<file path="config.mk">
export PLATFORM = sky130hd
export DESIGN_NAME = ysyx_ifu_fetchq
export DESIGN_NICKNAME = d
export VERILOG_FILES = /design/src/rtl/ysyx_ifu_fetchq.sv
export SDC_FILE = /design/constraint.sdc
export NUM_CORES = 1
export LEC_CHECK = 0
export ABC_AREA = 1
export BUFFER_PORTS_ARGS = -buffer_cell sky130_fd_sc_hd__buf_2
export CAP_MARGIN = 40
export CORE_MARGIN = 2
export CORE_UTILIZATION = 50
export DETAILED_ROUTE_END_ITERATION = 10
export PLACE_DENSITY = 0.79
export SLEW_MARGIN = 20
export SYNTH_ARGS = -nofsm -noshare
export SYNTH_HDL_FRONTEND = slang
export SYNTH_SLANG_ARGS = --single-unit
</file>
<file path="constraint.sdc">
create_clock -name clock -period 12.84 [get_ports clock]
set_input_delay 0.642 -clock clock [delete_from_list [all_inputs] [get_ports clock]]
set_output_delay 0.642 -clock clock [all_outputs]
set_load 0.01 [all_outputs]
</file>
<file path="src/rtl/ysyx_ifu_fetchq.sv">
// Instruction fetch front end: single-outstanding sequential fetch into a small
// registered prefetch queue, flushed and restarted on a writeback redirect.
module ysyx_ifu_fetchq #(
  parameter int unsigned     XLEN     = 32,
  parameter logic [XLEN-1:0] RESET_PC = XLEN'(32'h8000_0000),
  parameter int unsigned     DEPTH    = 4
) (
  input  logic                     clock,
  input  logic                     reset,
  input  logic                     redirect_valid,
  input  logic [XLEN-1:0]          redirect_pc,
  output logic                     mem_req_valid,
  input  logic                     mem_req_ready,
  output logic [XLEN-1:0]          mem_req_addr,
  input  logic                     mem_rsp_valid,
  input  logic [31:0]              mem_rsp_data,
  input  logic                     mem_rsp_err,
  output logic                     out_valid,
  input  logic                     out_ready,
  output logic [XLEN-1:0]          out_pc,
  output logic [31:0]              out_inst,
  output logic                     out_fault,
  output logic [$clog2(DEPTH):0]   fq_count
);

  localparam int unsigned PW = $clog2(DEPTH);
  localparam int unsigned CW = PW + 1;

  typedef enum logic [2:0] {
    S_IDLE,
    S_REQ,
    S_WAIT,
    S_KILL_REQ,
    S_KILL_WAIT
  } state_t;

  state_t          state;
  logic [XLEN-1:0] fpc;
  logic [XLEN-1:0] req_addr;
  logic            halted;
  logic [PW-1:0]   rd_ptr;
  logic [PW-1:0]   wr_ptr;

  logic [XLEN-1:0] q_pc    [DEPTH];
  logic [31:0]     q_inst  [DEPTH];
  logic            q_fault [DEPTH];

  logic            flush_c;
  logic            pop_c;
  logic            enq_c;
  logic            room_c;
  logic [XLEN-1:0] fpc_next_c;
  logic [CW-1:0]   count_next_c;
  logic [PW-1:0]   rd_next_c;
  logic [PW-1:0]   wr_next_c;
  logic [XLEN-1:0] head_pc_c;
  logic [31:0]     head_inst_c;
  logic            head_fault_c;
  logic            unused_redirect_lsb_c;

  assign mem_req_addr          = req_addr;
  assign unused_redirect_lsb_c = ^redirect_pc[1:0];

  // Queue bookkeeping and the head entry that will be visible next cycle
  always_comb begin
    flush_c      = redirect_valid;
    pop_c        = out_valid && out_ready && !flush_c;
    enq_c        = (state == S_WAIT) && mem_rsp_valid && !flush_c;
    fpc_next_c   = fpc;
    if (flush_c)    fpc_next_c = {redirect_pc[XLEN-1:2], 2'b00};
    else if (enq_c) fpc_next_c = req_addr + XLEN'(4);
    count_next_c = flush_c ? '0 : fq_count + CW'(enq_c) - CW'(pop_c);
    rd_next_c    = flush_c ? '0 : rd_ptr + PW'(pop_c);
    wr_next_c    = flush_c ? '0 : wr_ptr + PW'(enq_c);
    room_c       = count_next_c < CW'(DEPTH);
    head_pc_c    = q_pc[rd_next_c];
    head_inst_c  = q_inst[rd_next_c];
    head_fault_c = q_fault[rd_next_c];
    // An entry written into the slot that becomes the head bypasses the array
    if (enq_c && (wr_ptr == rd_next_c)) begin
      head_pc_c    = req_addr;
      head_inst_c  = mem_rsp_data;
      head_fault_c = mem_rsp_err;
    end
  end

  always_ff @(posedge clock) begin
    if (enq_c) begin
      q_pc[wr_ptr]    <= req_addr;
      q_inst[wr_ptr]  <= mem_rsp_data;
      q_fault[wr_ptr] <= mem_rsp_err;
    end
  end

  // Fetch FSM, queue pointers and registered outputs
  always_ff @(posedge clock) begin
    if (reset) begin
      state         <= S_REQ;
      fpc           <= RESET_PC;
      req_addr      <= RESET_PC;
      halted        <= 1'b0;
      mem_req_valid <= 1'b0;
      rd_ptr        <= '0;
      wr_ptr        <= '0;
      fq_count      <= '0;
      out_valid     <= 1'b0;
      out_pc        <= '0;
      out_inst      <= '0;
      out_fault     <= 1'b0;
    end else begin
      fpc       <= fpc_next_c;
      rd_ptr    <= rd_next_c;
      wr_ptr    <= wr_next_c;
      fq_count  <= count_next_c;
      out_valid <= count_next_c != '0;
      out_pc    <= head_pc_c;
      out_inst  <= head_inst_c;
      out_fault <= head_fault_c;
      if (flush_c)                  halted <= 1'b0;
      else if (enq_c && mem_rsp_err) halted <= 1'b1;

      case (state)
        S_IDLE: begin
          if (flush_c || (!halted && (fq_count < CW'(DEPTH)))) begin
            state         <= S_REQ;
            req_addr      <= fpc_next_c;
            mem_req_valid <= 1'b1;
          end
        end
        S_REQ: begin
          // Valid is low only in the first cycle out of reset: nothing is held yet
          if (!mem_req_valid) begin
            req_addr      <= fpc_next_c;
            mem_req_valid <= 1'b1;
          end else if (mem_req_ready) begin
            mem_req_valid <= 1'b0;
            state         <= flush_c ? S_KILL_WAIT : S_WAIT;
          end else if (flush_c) begin
            state <= S_KILL_REQ;
          end
        end
        S_WAIT: begin
          if (mem_rsp_valid) begin
            if (flush_c || (!mem_rsp_err && room_c)) begin
              state         <= S_REQ;
              req_addr      <= fpc_next_c;
              mem_req_valid <= 1'b1;
            end else begin
              state <= S_IDLE;
            end
          end else if (flush_c) begin
            state <= S_KILL_WAIT;
          end
        end
        S_KILL_REQ: begin
          if (mem_req_ready) begin
            mem_req_valid <= 1'b0;
            state         <= S_KILL_WAIT;
          end
        end
        S_KILL_WAIT: begin
          if (mem_rsp_valid) begin
            state         <= S_REQ;
            req_addr      <= fpc_next_c;
            mem_req_valid <= 1'b1;
          end
        end
        default: begin
          state         <= S_IDLE;
          mem_req_valid <= 1'b0;
        end
      endcase
    end
  end

endmodule

</file>
==> impl_metrics.toml, run 1 <==
[floorplanning]
pin_count = 173
die_area_um2 = 35000
die_y_um = 187
num_rows = 67
initial_core_util = 0.503
die_w_um = 187
core_area_um2 = 33300

[routing]
routed_wl_um = 42300
drc = 0
viasPerCell = 5.48
vias = 12734
wl_per_cell_um = 18.2
drtPass1Iterations = 5
first_iter_violations = 1210
antenna_left = 0

[logic_synthesis]
synth_largest_area_cell = "edfxtp_1"
synthesis.nets = 1777
synth_top_area_frac = 0.466
avgSynthCellArea_um2 = 9.85
ys_async_sr_fraction = 0
synthFlopType = "edfxtp_1"
synth_cells = 1700
ys_types = 44
ys_seq_area_frac = 0.636
synth.cell_area_um2 = 16700
synth_edf_count = 260
synth_seq_cells = 402
synth_area_leaders = "edfxtp_1, dfxtp_1, nand2_1"
ys_warn_count = 0

[power]
leakage_nw = 8.33
ir_drop_mv = 0.107
power.density_nw_per_um2 = 163
power.total_mw = 3.16

[timing]
drv_slew = 0
min_period_ns = 4.75
finalClockSkew_ns = 0.0186
setup_violations = 0
worstMarginPinSlew_ns = 0.789
rsz0062_at_grt = "false"
fin_tns_setup_ns = 0
clock.fmax_mhz = 211
fin_crit_sh = 0.370
hold_viol = 0
timing.slew.headroom = 0.474

[clock_network]
cts-buffers-inserted = 42
post_cts_resized = 0
root_buffer = "clkbuf_16"
ctsHoldBuffers = 0
clk_latency_ns = 0.55
cts_tree = "done"
htree_levels = 2
cts.path.max_buffers = 3
numClockSinks = 402
postCtsSetupRepairBufs = 0
clkSlewWorstSetupHoldPaths_ns = 0.06

[global_routing]
grt_pass1_vias = 12107
antenna_found_initial = 1
grt_overflow = 0
grtUsageTotal = 0.239
grt_first_pass_wirelength_um = 65700
grt_start_max_net_pins = 81

[worst_setup_path]
arrival_ns = 5.18
crit_slowest_cell = "nand2_1"
crit_chain = "buf_2 -> buf_4 -> inv_4 -> nand2_4 -> ha_1 -> inv_1 -> ha_1 -> inv_1 -> fa_1 -> nand3b_1 -> nand3_1 -> nand2_1 -> nand2_1 -> nand3_1 -> nand2_1 -> inv_2 -> nand2_1 -> nand2_1"
startpoint = "redirect_valid"
r2r_cells = 18
critPathLaunchType = "input port"
r2r-end = "mem_req_addr[23]"
cp_slowest_stage_delay_ns = 0.69
regToRegSetupSlack_ns = 8.19
path_class = "in2reg"
cp_max_fo = 65
worstPathRequired_ns = 13.28
critPathCapture = "mem_req_addr[23]"
endpoint_kind = "flop"
r2r-start = "state[0]"
crit_top_cell = "nand2_1"

[layout]
final_common_cell = "nand2_1"
nNetsFinal = 1921
areaGrowthSynthToFinish_pct = 16.2
fillers = 2727
layout_common_cells = "nand2_1, edfxtp_1, nand3_1, buf_2, dfxtp_1"
layout.cells.non_filler = 2325
final_layout_size_suffix_gt1_frac = 0.162

[min_path]
worstHoldPathCells = 1
holdCritPathClass = "in2reg"

[place]
port_buffers = 170
dp.cells = 2246
gp_congestion = 0.948
dp_hpwl_um = 24800

[run_status]
outcome = "complete, no violations"

[flow_run]
max-cap-violations = 0
[worst min path at each step]
stage | from | end | slack [ns]
global placement | halted | halted | 0.46
CTS | mem_rsp_data[8] | q_inst[2][8] | 0.31
floorplan | halted | halted | 0.44
detailed placement | halted | halted | 0.47
finish | mem_rsp_data[8] | q_inst[2][8] | 0.33
global route | mem_rsp_data[8] | q_inst[2][8] | 0.32
[state kept, by name, indices dropped and copies added, names as in the netlist, 2 cells and up]
name          count
q_fault           4
out_pc           32
q_inst          128
fq_count          3
out_inst         32
q_pc            128
mem_req_addr     32
fpc              32
state             3
wr_ptr            2
rd_ptr            2
[cells by family (layout without fill, tap and decap cells)]
family / Yosys count / in the layout / synth area share
AND/OR/NAND/NOR: 965 / 965 / 0.238
flip-flops: 402 / 402 / 0.636
AO/OA/AOI/OAI: 146 / 146 / 0.0585
buffers and inverters: 144 / 320 / 0.0392
multiplexers: 28 / 28 / 0.0187
XOR/XNOR: 9 / 9 / 0.00471
adder cells (fa/ha/maj): 6 / 6 / 0.00493
other: 0 / 1 / 0
[per-stage QoR]
stage                      util  hold slack, ns  setup WS, ns  area, um^2
final                     0.585           0.333          8.09       19500
after global routing      0.585           0.316          7.91       19500
after CTS                 0.583           0.313          8.27       19400
after detailed placement  0.541           0.469          7.71       18000
after global placement    0.536           0.462          7.79       17800
after floorplan               -           0.437          6.73       16700
[final cells by class]
| cell class | instances | area [um^2] | area share |
|---|---|---|---|
| sequential | 402 | 10700 | 0.547 |
| tap | 448 | 561 | 0.0288 |
| antenna | 1 | 2.50 | 0.000129 |
| clock buffer | 60 | 1220 | 0.0628 |
| clock inverter | 16 | 181 | 0.00932 |
| timing repair buffer | 193 | 1160 | 0.0597 |
| inverter | 51 | 194 | 0.00997 |
| multi-input combinational | 1154 | 5490 | 0.282 |
[metal layers]
metal	global-route usage	vias up	share of wire
li1	-	6024	-
met1	0.311	6041	0.41
met2	0.399	580	0.48
met3	0.0460	89	0.081
met4	0.0873	0	0.031
met5	0	-	0
[power breakdown]
| part | leakage (nW) | switching, mW | internal [mW] | total [mW] |
|---|---|---|---|---|
| Clock | 0.692 | 0.481 | 0.742 | 1.22 |
| Combinational | 4.11 | 0.229 | 0.117 | 0.346 |
| Sequential | 3.54 | 0.119 | 1.47 | 1.59 |
[worst max-delay path: cells and delay by family]
kind	cells	cell delay (ns)
AND/OR/NAND/NOR	9	2.23
adder cells (fa/ha/maj)	3	0.91
buffers and inverters	6	1.36
[synth_stat cells (all sizes together) (2+ instances only)]
cell type,count
nand2,647
edfxtp,260
nand3,190
dfxtp,142
nor2,104
a21oi,50
inv,50
buf,48
clkbuf,45
o211a,40
o21ai,38
mux2,26
nand3b,11
nor3,8
xor2,7
a2bb2oi,6
ha,5
o21a,3
mux2i,2
nand4,2
o211ai,2
o21bai,2
o22ai,2
xnor2,2
No activity file was read; power rests on OpenSTA's default activity.
==> run 2, diff against run 1 <==
- PLACE_DENSITY: 0.79 -> 0.82
- clock period: 12.84 -> 4.3 ns (I/O delays scaled with it)
==> run 2 against run 1 <==
Cell count is 2.6% higher; core utilization up 1.4 points; via count up 2.0%; global-route usage increased by 0.38 points; highest routed layer unchanged; critical endpoint is now mem_req_addr[28]; critical path type is now reg2reg; combinational power grew to 3.2 times the previous value; power rose to 3.0 times the previous value; design area grew 2.5%.
==> impl_metrics.toml, run 2 (same netlist as run 1, synthesis figures left out) <==
[clock_network]
clk_latency_ns = 0.55
ctsHoldBuffers = 53
post_cts_resized = 0
root_buffer = "clkbuf_16"
numClockSinks = 402
postCtsSetupRepairBufs = 0
cts.path.max_buffers = 3
clkSlewWorstSetupHoldPaths_ns = 0.06
cts-buffers-inserted = 42
htree_levels = 2
cts_tree = "done"

[worst_setup_path]
worstPathRequired_ns = 4.78
crit_slowest_cell = "dfxtp_1"
regToRegSetupSlack_ns = 0.78
crit_top_cell = "nand2_1"
crit_chain = "nor2_4 -> nand2_2 -> nor2_4 -> nand2_4 -> ha_1 -> inv_1 -> ha_1 -> inv_1 -> fa_1 -> nand3_1 -> nand3_1 -> nand2_1 -> nand2_1 -> nand3_1 -> buf_4 -> nand2_1 -> inv_2 -> nand2_1 -> nand2_1"
arrival_ns = 4.00
critPathLaunchType = "flop"
r2r_cells = 19
cp_slowest_stage_delay_ns = 0.39
path_class = "reg2reg"
endpoint_kind = "flop"
r2r-start = "state[0]"
r2r-end = "mem_req_addr[28]"
cp_max_fo = 15

[min_path]
worstHoldPathCells = 3
holdCritPathClass = "in2reg"
holdPathEnd = "fpc[8]"
holdCritStartpoint = "redirect_pc[8]"

[routing]
viasPerCell = 5.45
first_iter_violations = 1210
vias = 12989
routed_wl_um = 42600
antenna_left = 0
drtPass1Iterations = 5
drc = 0
wl_per_cell_um = 17.9

[layout]
final_layout_size_suffix_gt1_frac = 0.159
final_common_cell = "nand2_1"
fillers = 2659
reg_top3 = "q_inst: 128 flops, q_pc: 128 flops"
nNetsFinal = 1979
layout_common_cells = "nand2_1, edfxtp_1, nand3_1, buf_2, dfxtp_1"
areaGrowthSynthToFinish_pct = 19.1

[place]
port_buffers = 170
dp_hpwl_um = 25000
pre_cts_ws_ns = 0.868
gp_congestion = 0.949

[timing]
fin_crit_sh = 0.818
hold_viol = 0
rsz0062_at_grt = "false"
timing.slew.headroom = 0.520
drv_slew = 0
whs_ns = 0.0188
min_period_ns = 3.52
fin_ws_ns = 0.782
finalClockSkew_ns = 0.0219
setup_violations = 0
clock.fmax_mhz = 284
worstMarginPinSlew_ns = 0.718

[run_status]
outcome = "complete, no violations"

[floorplanning]
num_rows = 67
die_w_um = 187
die_y_um = 187
core_area_um2 = 33300
initial_core_util = 0.503
pin_count = 173
die_area_um2 = 35000

[power]
leakage_nw = 8.53
intPower_mw = 6.90
p_comb_frac = 0.116
ir_drop_mv = 0.275
p_seq_frac = 0.504
pwr-share-clk = 0.380
switching_power_mw = 2.54
swShare = 0.269
power.density_nw_per_um2 = 474

[global_routing]
grt_first_pass_wirelength_um = 67600
grt_overflow = 0
grt_pass1_vias = 12677
grtUsageTotal = 0.243
antenna_found_initial = 1
grt_start_max_net_pins = 81

[flow_run]
max-cap-violations = 0
[run 2: power groups by stage]
stage          clock [mW]  sequential (mW)  combinational, mW
2_1_floorplan           0             4.75              0.595
3_3_place_gp            0             4.81              0.998
3_5_place_dp            0             4.83               1.04
4_1_cts              3.63             4.75               1.08
5_1_grt              3.79             4.78               1.20
6_report             3.59             4.76               1.10
[run 2: how the worst max path moves through the flow]
stage,start,to,slack (ns),cells after the start
floorplan,state[0],q_fault[1],-1.67,6
global placement,state[0],mem_req_addr[26],0.98,19
detailed placement,state[0],mem_req_addr[0],0.87,18
CTS,state[0],mem_req_addr[0],0.83,18
global route,state[0],mem_req_addr[28],0.58,19
finish,state[0],mem_req_addr[28],0.78,19
[run 2: critical path, delay by kind of cell (launching register included)]
family | cells | cell delay (ns)
adders and majority gates | 3 | 0.80
DFF | 1 | 0.39
buffers and inverters | 4 | 0.58
and+or+nand+nor | 12 | 1.65
[run 2: final cells by class]
cell class / count / area [um^2] / share of cell area
sequential: 402 / 10700 / 0.534
multi-input combinational: 1154 / 5490 / 0.275
timing repair buffer: 251 / 1670 / 0.0840
clock buffer: 56 / 1130 / 0.0569
tap: 448 / 561 / 0.0281
clock inverter: 22 / 238 / 0.0119
inverter: 51 / 194 / 0.00973
antenna: 1 / 2.50 / 0.000126
[run 2: stage by stage]
step / util / instance area (um^2) / TNS, ns / power [mW] / cells
global placement: 0.539 / 17900 / 0 / 5.81 / 2248
floorplan: - / 16700 / -434.19 / 5.35 / 1700
finish: 0.599 / 19900 / 0 / 9.44 / 2385
detailed placement: 0.542 / 18000 / 0 / 5.86 / 2253
CTS: 0.599 / 19900 / 0 / 9.46 / 2384
global route: 0.599 / 19900 / 0 / 9.77 / 2385
[run 2: layer usage]
metal | track usage | vias up | share of wire
met3 | 0.0373 | 98 | 0.070
met5 | 0 | - | 0
met1 | 0.316 | 6185 | 0.42
met2 | 0.405 | 560 | 0.48
li1 | - | 6146 | -
met4 | 0.107 | 0 | 0.036
